==> config.mk <==
export PLATFORM = sky130hd
export DESIGN_NAME = bcd_serial_alu_ctrl
export DESIGN_NICKNAME = d
export VERILOG_FILES = /design/src/rtl/bcd_serial_alu_ctrl.sv
export SDC_FILE = /design/constraint.sdc
export NUM_CORES = 1
export LEC_CHECK = 0
export ABC_AREA = 1
export ABC_CLOCK_PERIOD_IN_PS = 3550
export CORE_MARGIN = 2
export CORE_UTILIZATION = 52
export DETAILED_ROUTE_END_ITERATION = 10
export DONT_BUFFER_PORTS = 1
export GPL_TIMING_DRIVEN = 0
export PLACE_DENSITY = 0.75
export SYNTH_ARGS = -nofsm -noshare
export SYNTH_HDL_FRONTEND = slang
export SYNTH_HIERARCHICAL = 1
export SYNTH_SLANG_ARGS = --single-unit
==> constraint.sdc <==
create_clock -name clk_i -period 3.55 [get_ports clk_i]
set_input_delay 0.1775 -clock clk_i [delete_from_list [all_inputs] [get_ports clk_i]]
set_output_delay 0.1775 -clock clk_i [all_outputs]
set_load 0.01 [all_outputs]
==> src/rtl/bcd_serial_alu_ctrl.sv <==
// Serial packed-BCD add/subtract sequencer: one combinational BCD digit cell,
// reused once per clock from the least-significant digit upward.

module bcd_adder (
  input  logic [3:0] a_i,
  input  logic [3:0] b_i,
  input  logic       cin_i,
  output logic [3:0] sum_o,
  output logic       cout_o
);
  logic [4:0] bin;
  logic [4:0] adj;

  always_comb begin
    bin    = {1'b0, a_i} + {1'b0, b_i} + {4'b0, cin_i};
    adj    = bin + 5'd6;
    cout_o = (bin > 5'd9);
    sum_o  = cout_o ? adj[3:0] : bin[3:0];
  end
endmodule

module bcd_serial_alu_ctrl #(
  parameter int DIGITS = 4
) (
  input  logic                  clk_i,
  input  logic                  rst_i,
  input  logic                  start_i,
  input  logic                  sub_i,
  input  logic [4*DIGITS-1:0]   a_i,
  input  logic [4*DIGITS-1:0]   b_i,
  input  logic                  carry_i,
  output logic                  busy_o,
  output logic                  done_o,
  output logic [4*DIGITS-1:0]   sum_o,
  output logic                  carry_o,
  output logic                  err_o
);
  localparam int W     = 4 * DIGITS;
  localparam int IDX_W = (DIGITS > 1) ? $clog2(DIGITS) : 1;
  localparam logic [IDX_W-1:0] LAST_IDX = IDX_W'(DIGITS - 1);

  typedef enum logic [1:0] {S_IDLE, S_RUN, S_DONE} state_e;

  state_e             state_q, state_d;
  logic [IDX_W-1:0]   idx_q;
  logic               carry_q;
  logic               sub_q;
  logic [W-1:0]       a_q, b_q;
  logic [W-1:0]       sum_q;
  logic               cout_q;
  logic               err_q;
  logic               done_q;

  logic [3:0]         b_dig;
  logic [3:0]         cell_a, cell_b, cell_sum;
  logic               cell_cout;
  logic               bad_operand;

  function automatic logic has_bad_digit(input logic [W-1:0] v);
    logic bad;
    bad = 1'b0;
    for (int i = 0; i < DIGITS; i++) begin
      if (v[i*4 +: 4] > 4'd9) bad = 1'b1;
    end
    return bad;
  endfunction

  assign bad_operand = has_bad_digit(a_i) | has_bad_digit(b_i);

  // Subtraction runs as A + nines'(B) + ~borrow; final carry is inverted to a borrow.
  always_comb begin
    b_dig  = b_q[idx_q*4 +: 4];
    cell_a = a_q[idx_q*4 +: 4];
    cell_b = sub_q ? (4'd9 - b_dig) : b_dig;
  end

  bcd_adder u_cell (
    .a_i    (cell_a),
    .b_i    (cell_b),
    .cin_i  (carry_q),
    .sum_o  (cell_sum),
    .cout_o (cell_cout)
  );

  always_ff @(posedge clk_i) begin
    if (rst_i) state_q <= S_IDLE;
    else       state_q <= state_d;
  end

  always_comb begin
    state_d = state_q;
    case (state_q)
      S_IDLE:  if (start_i) state_d = bad_operand ? S_DONE : S_RUN;
      S_RUN:   if (idx_q == LAST_IDX) state_d = S_DONE;
      S_DONE:  state_d = S_IDLE;
      default: state_d = S_IDLE;
    endcase
  end

  always_comb begin
    busy_o  = (state_q != S_IDLE);
    done_o  = done_q;
    sum_o   = sum_q;
    carry_o = cout_q;
    err_o   = err_q;
  end

  always_ff @(posedge clk_i) begin
    if (rst_i) begin
      idx_q   <= '0;
      carry_q <= 1'b0;
      sub_q   <= 1'b0;
      a_q     <= '0;
      b_q     <= '0;
      sum_q   <= '0;
      cout_q  <= 1'b0;
      err_q   <= 1'b0;
      done_q  <= 1'b0;
    end else begin
      // done lags the DONE state by one edge, so it lands in the following IDLE cycle
      done_q <= (state_q == S_DONE);
      case (state_q)
        S_IDLE: begin
          if (start_i) begin
            a_q     <= a_i;
            b_q     <= b_i;
            sub_q   <= sub_i;
            idx_q   <= '0;
            carry_q <= sub_i ? ~carry_i : carry_i;
            sum_q   <= '0;
            cout_q  <= 1'b0;
            err_q   <= bad_operand;
          end
        end
        S_RUN: begin
          sum_q[idx_q*4 +: 4] <= cell_sum;
          carry_q             <= cell_cout;
          idx_q               <= idx_q + 1'b1;
          if (idx_q == LAST_IDX) cout_q <= sub_q ? ~cell_cout : cell_cout;
        end
        default: ;
      endcase
    end
  end
endmodule

Yosys cells after proc, flatten, opt, wreduce, memory -nomap -nowiden:

Index checks and enable logic that the tools add are counted.
W data, S select, Z words.

* reductions and logical operators: 7
* multiplexer cells: 26
* shift operators: 4
* bitwise gates (word level): 3
* order comparisons: 9
* add/sub/neg operators: 6
* equality and inequality tests: 5

Operators by type and width (count)
* $neg A4 Y34: 1
* $shift A4 B34 Y16 const A: 1
* $shiftx A4 B34 Y16: 1
* $gt A4 B4 Y1 const B: 8
* $pmux W16 S2: 1
* $shiftx A16 B5 Y4: 2
* $bwmux W16: 1
* $mux W16: 1
* $mux W1: 13
* $mux W2: 4
* $mux W4: 2
* $pmux W2 S2: 2
* $reduce_and A2 Y1: 3
* $add A4 B4 Y5: 1
* $add A5 B1 Y5: 1
* $gt A5 B4 Y1 const B: 1
* $add A4 B3 Y4 const B: 1
* $eq A2 B2 Y1 const B: 2
* $ne A2 B2 Y1 const B: 2
* $pmux W1 S2: 2
* $reduce_bool A2 Y1: 2
* $sub A4 B4 Y4 const A: 1
* $reduce_and A3 Y1: 1
* $add A2 B1 Y2 const B: 1
* other kinds (4): 5

* word-level logic and storage cells: 70
* output and inout port bits: 20
* bits in registers: 57
* input port bits: 37

Logic depth before layout (Yosys ltp):

Gate-level depths: netlist of the first run.

* depth in word-level cells: 10
* depth in mapped cells: 23

By module:

The synthesis of the first run kept the hierarchy.

Modules (own cells, without submodules)
* bcd_serial_alu_ctrl: instances 1, cells an instance 361, area an instance 2621.3 sq um, seq. area each 1141.1 sq um
* bcd_adder: instances 1, cells an instance 45, area an instance 299.0 sq um, seq. area each 0.0 sq um

Least setup slack after synthesis of the first run:

Ideal clock, no wire load.

* kind: reg-to-reg
* start: register idx_q[1]
* end: register sum_q[13] (netlist: sum_o[13])
* data required time: 3.480 ns
* setup slack: 0.413 ns
* period minus slack after synthesis: 3.137 ns
* data arrival time: 3.067 ns
* cell stages (with the launch flop): 21
* setup time: 0.070 ns
* cells stage by stage: dfxtp_1 -> buf_2 -> clkinv_1 -> a32oi_1 -> inv_1 -> ha_1 -> nand2_1 -> o21ai_0 -> ha_1 -> nand2_1 -> nand2_2 -> ha_1 -> a21oi_4 -> nand2_4 -> nand2_4 -> nand2_1 -> nand2_1 -> nand2_1 -> nor2_1 -> nand2_1 -> a21oi_1

* cells in the longest elaborated chain, start to end: 10

RTL lines
* start: declaration: line 45 `logic [IDX_W-1:0] idx_q;`
* start signal: assignment: line 138 `idx_q <= idx_q + 1'b1;`
* $shiftx A16 B5 Y4: line 72 `b_dig = b_q[idx_q*4 +: 4];`
* named net b_dig[1]: line 54 `logic [3:0] b_dig;`
* $sub A4 B4 Y4: line 74 `cell_b = sub_q ? (4'd9 - b_dig) : b_dig;`
* $mux W4: line 74
* named net cell_b[2]: line 55 `logic [3:0] cell_a, cell_b, cell_sum;`
* $add A4 B4 Y5: line 15 `bin = {1'b0, a_i} + {1'b0, b_i} + {4'b0, cin_i};`
* $add A5 B1 Y5: line 15
* $gt A5 B4 Y1: line 17 `cout_o = (bin > 5'd9);`
* named net cell_cout: line 56 `logic cell_cout;`
* $mux W4: line 18 `sum_o = cout_o ? adj[3:0] : bin[3:0];`
* named net cell_sum[1]: line 55
* $shiftx A4 B34 Y16: line 136 `sum_q[idx_q*4 +: 4] <= cell_sum;`
* $bwmux W16: line 136
* $pmux W16 S2: line 122 `case (state_q)`
* end signal: indexed assignment: line 136
* end: declaration: line 49 `logic [W-1:0] sum_q;`

The timed path passes the listed nets, and every way through them passes these cells.
A chain may end at the register's enable or synchronous reset.

Worst setup path after layout of the first run:

* start: register idx_q[0]
* end: register sum_q[15] (netlist: sum_o[15])

Same word-level chain as after synthesis.

==> summary.txt, run 1 <==
Status
  – Status: complete, no violations

Global route
  – Gr usage total: between 20% and 30%
  – First-pass GRT wire length: 11410 um
  – Total grt overflow: 0
  – Initial antenna violation count: 0
  – Vias in the first global route: 2572
  – Largest net degree at the start of global routing: 12

Routing
  – WL final: 6630 um
  – DRC Markers: 0
  – Top sig layer: met4
  – Met2 WL: 3219 um
  – Avg WL per Cell: ~13 um
  – Metal3 WL: between 300 and 400 um
  – Initial DRC Count: 99
  – Vias/cell: 5.276
  – DRT met1 WL: 2925 um
  – Antenna Nets Post-Route: 0
  – First drt pass iteration count: 4
  – DR vias: 2638

Floorplan
  – Die area: 6232 sq um
  – Top-Level Pins: 57
  – Die height: 78.94 um
  – Initial Util: a little over half
  – Die width: 78.94 um
  – Core area: roughly 5500 sq um
  – FP Rows: 27

Placement
  – Gpl congestion: 0.8907
  – Port Buffer Count: 0
  – Final HPWL DP: 4903 um
  – Post-Place Setup Slack: -0.2260 ns

Power
  – Power Density: 506.6 nW/um^2
  – Net Sw Power: 0.4676 mW
  – Power, Total: 1.713 mW
  – Clock Power Share: 41.0%
  – Leak: 1.402 nW
  – Peak VDD IR: 0.3399 mV
  – Logic pwr share: 18.4%
  – Sw Ratio: 27.29%
  – Int Pwr: 1.246 mW
  – Sequential share of power: ~40%

STA
  – Setup TNS: 0 ns
  – Minimum clock period: 3.272 ns
  – Worst setup margin: roughly 0.28 ns
  – Worst Skew: 0.007258 ns
  – # setup viols final: 0
  – Worst slew pin tran: between 0.4 and 0.5 ns
  – Final Max Slew Viols: 0
  – Fmax: 305.7 MHz
  – Rel. slew slack: 68.54%
  – Final Hold Vio Count: 0
  – Final worst path period share: between 90% and 100%
  – Worst hold slack: approximately 0.0058 ns

Clock network
  – Clock sinks: 57
  – H-tree Lvls: 3
  – Root buffer cell: clkbuf_8
  – Clk buf depth: 2
  – Skew-Pair Late Insertion Delay: between 0.3 and 0.4 ns
  – Register clock-pin slew on the reported worst setup and hold paths: 0.07 ns
  – CTS tree: done
  – CTS Buf Count: 9

Logic synthesis
  – Sequential area share after synthesis: 39.07%
  – Unique masters post-synth: 34
  – Ys async rst share: 0%
  – Commonest cells in the netlist: nor2_1 (83), nand2_1 (74), dfxtp_1 (57)
  – Top_reg_cell synth: dfxtp_1
  – Most frequent cell after synthesis: nor2_1
  – YS warnings: 6
  – Syn_nets: 455
  – Post-Syn Area: about 2900 sq um
  – Area leader, netlist: dfxtp_1
  – Post-synth EDFFs: 0
  – Synth Register Bits: 57
  – Top cells by area, synth: dfxtp_1 (39%), nor2_1 (11%), nand2_1 (9.5%)
  – Syn_area_per_cell: 7.193 sq um
  – Share of the synthesized area in the top cell type: 39.07%
  – Cells after synthesis: between 400 and 500

Critical path
  – R2R Setup Slk: 0.28 ns
  – CP arrival: approximately 3.6 ns
  – Critical path type: reg -> reg
  – Critical path launch point type: register
  – CP Max Fanout: 10
  – WP data required: 3.83 ns
  – CP endpoint kind: register

Run
  – Max_cap viols: 0

Layout
  – Fillcell total: 515
  – Fraction of layout cells with a size suffix above 1: 18.69%
  – Post-synthesis to final-layout area growth: 15.81%
  – Nets: 473
  – Antenna diodes: 0

Min path
  – Min-delay worst type: in -> reg
cells by family after synthesis:
kind of cell,count (synthesis),synth area share (%)
xor+xnor,3,0.8999
fa+ha+maj,12,5.656
buf+inv,49,7.626
simple gates,195,29.48
compound gates,90,17.27
flops,57,39.07
worst paths after layout:
check | start | end | depth (start not counted)
worst max-delay path | idx_q[0] | sum_o[15] | 23
worst min-delay path | a_i[9] | a_q[9] | 2
worst max register to register | idx_q[0] | sum_o[15] | 23
worst min register to register | a_q[10] | a_q[10] | 2
registers in the layout, summed over array words and instances, names as in the netlist:
| signal | cells |
|---|---|
| idx_q | 2 |
| a_q | 16 |
| state_q | 2 |
| carry_q | 1 |
| sub_q | 1 |
| err_o | 1 |
| sum_o | 16 |
| done_o | 1 |
| b_q | 16 |
| carry_o | 1 |
metal layers:
layer,GRT usage [%],vias up
met1,28.93,1208
met3,5.795,12
met5,0,-
li1,-,1354
met4,12.24,0
met2,38.55,64
cell type report:
cell class / count / area (sq um) / area share (%)
plain buffers: 17 / 132.6 / 3.922
clock inverters: 2 / 60.06 / 1.776
well taps: 72 / 90.09 / 2.664
inverters: 32 / 125.1 / 3.700
repair buffers: 7 / 57.56 / 1.702
flip-flops and latches: 57 / 1142 / 33.78
multi-input cells: 300 / 1605 / 47.47
clock buffers: 13 / 168.9 / 4.994
through the flow:
stage,instance area [sq um],std cells,utilization [%]
global route,3382,500,61.80
CTS,3286,495,60.04
finish,3382,500,61.80
detailed placement,3010,478,55.01
global placement,3010,478,55.01
floorplan,2920,406,-
placed cells by master (no fill, tap or decap), types with 2 or more instances in the layout:
master	synthesis	routed
a21oi_1	23	23
buf_2	6	3
buf_4	5	8
buf_6	0	4
buf_8	1	2
bufinv_16	0	2
clkbuf_1	4	5
clkbuf_8	0	12
dfxtp_1	57	56
dlygate4sd3_1	0	2
fa_1	2	2
ha_1	10	9
inv_1	20	20
inv_2	11	11
nand2_1	74	70
nand2_2	7	11
nand2_4	3	3
nand3_1	19	19
nand3_2	2	2
nor2_1	83	80
nor2_2	0	3
nor2_4	3	3
o21ai_0	52	52
o21ai_2	5	5
o22ai_1	4	4
xor2_1	2	2
power groups by stage:
stage	sequential, mW	clock, mW	combinational, mW
floorplan	0.705	0	0.233
global placement	0.710	0	0.276
detailed placement	0.710	0	0.281
CTS	0.696	0.713	0.286
global route	0.700	0.746	0.362
finish	0.697	0.702	0.314
timing repair:
action,4_1_cts,5_1_grt
endpoints found under the setup margin,12,13
resized for setup,5,20
hold endpoints to repair,2,0
pin swaps,0,4
setup buffers,0,5
hold buffers,2,0
worst max-delay path, stage by stage (launching register included):
cell     delay, ns
dfxtp_2       0.34
buf_6         0.14
inv_2         0.10
buf_6         0.14
nand2_1       0.09
a32oi_4       0.22
inv_1         0.08
ha_1          0.30
nand2_1       0.07
o21ai_0       0.09
ha_1          0.40
inv_2         0.04
nand2_1       0.06
nand2_2       0.08
ha_4          0.18
a21oi_4       0.13
nand2_4       0.08
nand2_4       0.08
nand2_1       0.07
nand2_2       0.08
nand2_1       0.07
nor2_2        0.14
nand2_1       0.06
a21oi_1       0.14
Power figures use the tool's default switching activity.
==> run 2: changes to the inputs <==
--- a/config.mk
+++ b/config.mk
@@ -12,6 +12,7 @@
 export DETAILED_ROUTE_END_ITERATION = 10
 export DONT_BUFFER_PORTS = 1
 export GPL_TIMING_DRIVEN = 0
+export HOLD_SLACK_MARGIN = 0.1
 export PLACE_DENSITY = 0.75
 export SYNTH_ARGS = -nofsm -noshare
 export SYNTH_HDL_FRONTEND = slang
==> summary.txt, run 2 (same netlist as run 1, synthesis figures left out) <==
Global route
  – First-pass GRT wire length: 12590 um (+10%)
  – Total grt overflow: 0 (unchanged)
  – Initial antenna violation count: 0 (unchanged)
  – Vias in the first global route: 2834 (+10%)
  – Largest net degree at the start of global routing: 12 (unchanged)
  – Gr usage total: 26.41% (+2.8 points)

Routing
  – Antenna Nets Post-Route: 0 (unchanged)
  – Vias/cell: 5.345 (+1.3%)
  – Initial DRC Count: 166 (+68%)
  – DR vias: 2822 (+7.0%)
  – Avg WL per Cell: 14.49 um (+9.3%)
  – WL final: 7653 um (+15%)
  – First drt pass iteration count: 5 (+1)
  – DRC Markers: 0 (unchanged)

Layout
  – Most common cell after layout, fill and taps aside: nor2_1
  – Antenna diodes: 0 (unchanged)
  – Leading cell types in the layout, fill and taps excluded: nor2_1 (80), nand2_1 (70), dfxtp_1 (56)
  – Fraction of layout cells with a size suffix above 1: 16.89% (-1.8 points)
  – Nets: 501 (+5.9%)
  – Post-synthesis to final-layout area growth: 25.88%
  – Fin area: 3676 sq um (+8.7%)

STA
  – Rel. slew slack: 67.80% (-0.74 points)
  – Final Max Slew Viols: 0 (unchanged)
  – # setup viols final: 0 (unchanged)
  – Worst slew pin tran: 0.4830 ns (+0.01117 ns)
  – Fmax: 304.5 MHz (-0.37%)
  – Final worst path period share: 92.50% (+0.34 points)
  – Minimum clock period: 3.284 ns (+0.01212 ns)
  – Worst setup margin: 0.2662 ns (-0.01211 ns)
  – Final Hold Vio Count: 0 (unchanged)
  – Worst Skew: 0.007676 ns (+0.0004180 ns)

Critical path
  – WP data required: 3.83 ns (about the same)
  – CP endpoint kind: register
  – CP arrival: 3.56 ns (about the same)
  – R2R Setup Slk: 0.27 ns (about the same)
  – Critical path launch point type: register
  – R2R cell count: 20 (-13%)
  – R2R Path Start: idx_q[0]
  – CP Max Fanout: 10 (unchanged)
  – Reg2reg end: sum_o[15]
  – Critical path type: reg -> reg

Clock network
  – Root buffer cell: clkbuf_8
  – H-tree Lvls: 3 (unchanged)
  – Skew-Pair Late Insertion Delay: 0.35 ns (about the same)
  – Register clock-pin slew on the reported worst setup and hold paths: 0.07 ns (about the same)
  – Clock sinks: 57 (unchanged)
  – CTS tree: done
  – Clk buf depth: 2 (unchanged)
  – CTS Buf Count: 9 (unchanged)

Placement
  – Gpl congestion: 0.8907 (unchanged)
  – Post-placement cell area: 3010 sq um (unchanged)
  – Post-Place Setup Slack: -0.2260 ns (unchanged)
  – Final HPWL DP: 4903 um (unchanged)
  – Port Buffer Count: 0 (unchanged)

Min path
  – Hold path depth: 3 (+1)
  – Hold_sp: rst_i
  – Min-delay worst type: in -> reg
  – Hold endpoint: state_q[0]

Floorplan
  – Core area: 5473 sq um (unchanged)
  – Die height: 78.94 um (unchanged)
  – Die width: 78.94 um (unchanged)
  – FP Rows: 27 (unchanged)
  – Initial Util: 53.36% (unchanged)
  – Die area: 6232 sq um (unchanged)
  – Top-Level Pins: 57 (unchanged)

Status
  – Status: complete, no violations

Power
  – Power Density: 477.1 nW/um^2 (-5.8%)
  – Leak: 1.521 nW (+8.5%)
  – Peak VDD IR: 0.3480 mV (+2.4%)
  – Power, Total: 1.754 mW (+2.4%)

Run
  – Max_cap viols: 0 (unchanged)
[run 2: cell types whose count changed in the layout (fill, tap and decap cells not counted)]
cell | before | now
dlygate4sd3_1 | 2 | 33
buf_4 | 8 | 5
buf_6 | 4 | 3
buf_8 | 2 | 3
inv_2 | 11 | 10
inv_4 | 0 | 1
[run 2: layer usage]
metal  up-vias  wire (um)  track usage, %
li1       1409          -               -
met1      1288       3142           29.52
met2       102       3827           45.64
met3        23        463           8.295
met4         0        219           12.59
met5         -          0               0
[run 2: worst max path at each step]
stage / startpoint / to / cells after the start
2_1_floorplan: idx_q[1] / sum_o[13] / 20
3_3_place_gp: idx_q[1] / sum_o[5] / 20
3_5_place_dp: idx_q[1] / sum_o[5] / 20
4_1_cts: idx_q[0] / sum_o[5] / 21
5_1_grt: idx_q[0] / sum_o[7] / 23
6_report: idx_q[0] / sum_o[15] / 20
[run 2: worst max-delay path, cell delays in order (launching register included)]
cell	delay, ns
dfxtp_2	0.35
buf_8	0.15
inv_4	0.07
buf_8	0.14
nand2_1	0.06
nand3_1	0.07
nand2_1	0.09
xor2_1	0.17
fa_1	0.45
fa_1	0.55
inv_1	0.10
ha_4	0.18
a21oi_4	0.13
nand2_4	0.08
nand2_4	0.08
nand2_1	0.07
nand2_2	0.08
nand2_1	0.07
nor2_2	0.14
nand2_1	0.06
a21oi_1	0.14
[run 2: through the flow]
stage	hold WS, ns	setup TNS, ns	utilization, %	std cells
final	0.1786	0	67.17	528
after global routing	0.1969	-0.01070	67.17	528
after CTS	0.1550	0	65.71	526
after detailed placement	0.3528	-1.298	55.01	478
after global placement	0.3464	-0.8472	55.01	478
after floorplan	0.3406	0	-	406
[run 2: power breakdown]
group | internal (mW) | leakage [nW] | switching, mW
Clock | 0.449 | 0.116 | 0.260
Sequential | 0.675 | 0.469 | 0.0221
Combinational | 0.144 | 0.937 | 0.203
Total | 1.27 | 1.52 | 0.486
[run 2: final cells by class]
type                    instances  area, sq um
repair buffers                 35        345.3
clock inverters                 2        60.06
inverters                      32        127.6
fillers                       464         1797
clock buffers                  13        168.9
plain buffers                  17        136.4
flip-flops and latches         57         1142
multi-input cells             300         1605
well taps                      72        90.09
[run 2: timing repair]
item | in CTS | in global routing
hold buffers | 33 | 0
setup buffers | 0 | 2
resized for setup | 5 | 22
setup endpoints to repair | 12 | 13
hold endpoints to repair | 33 | 0
pin swaps | 0 | 4
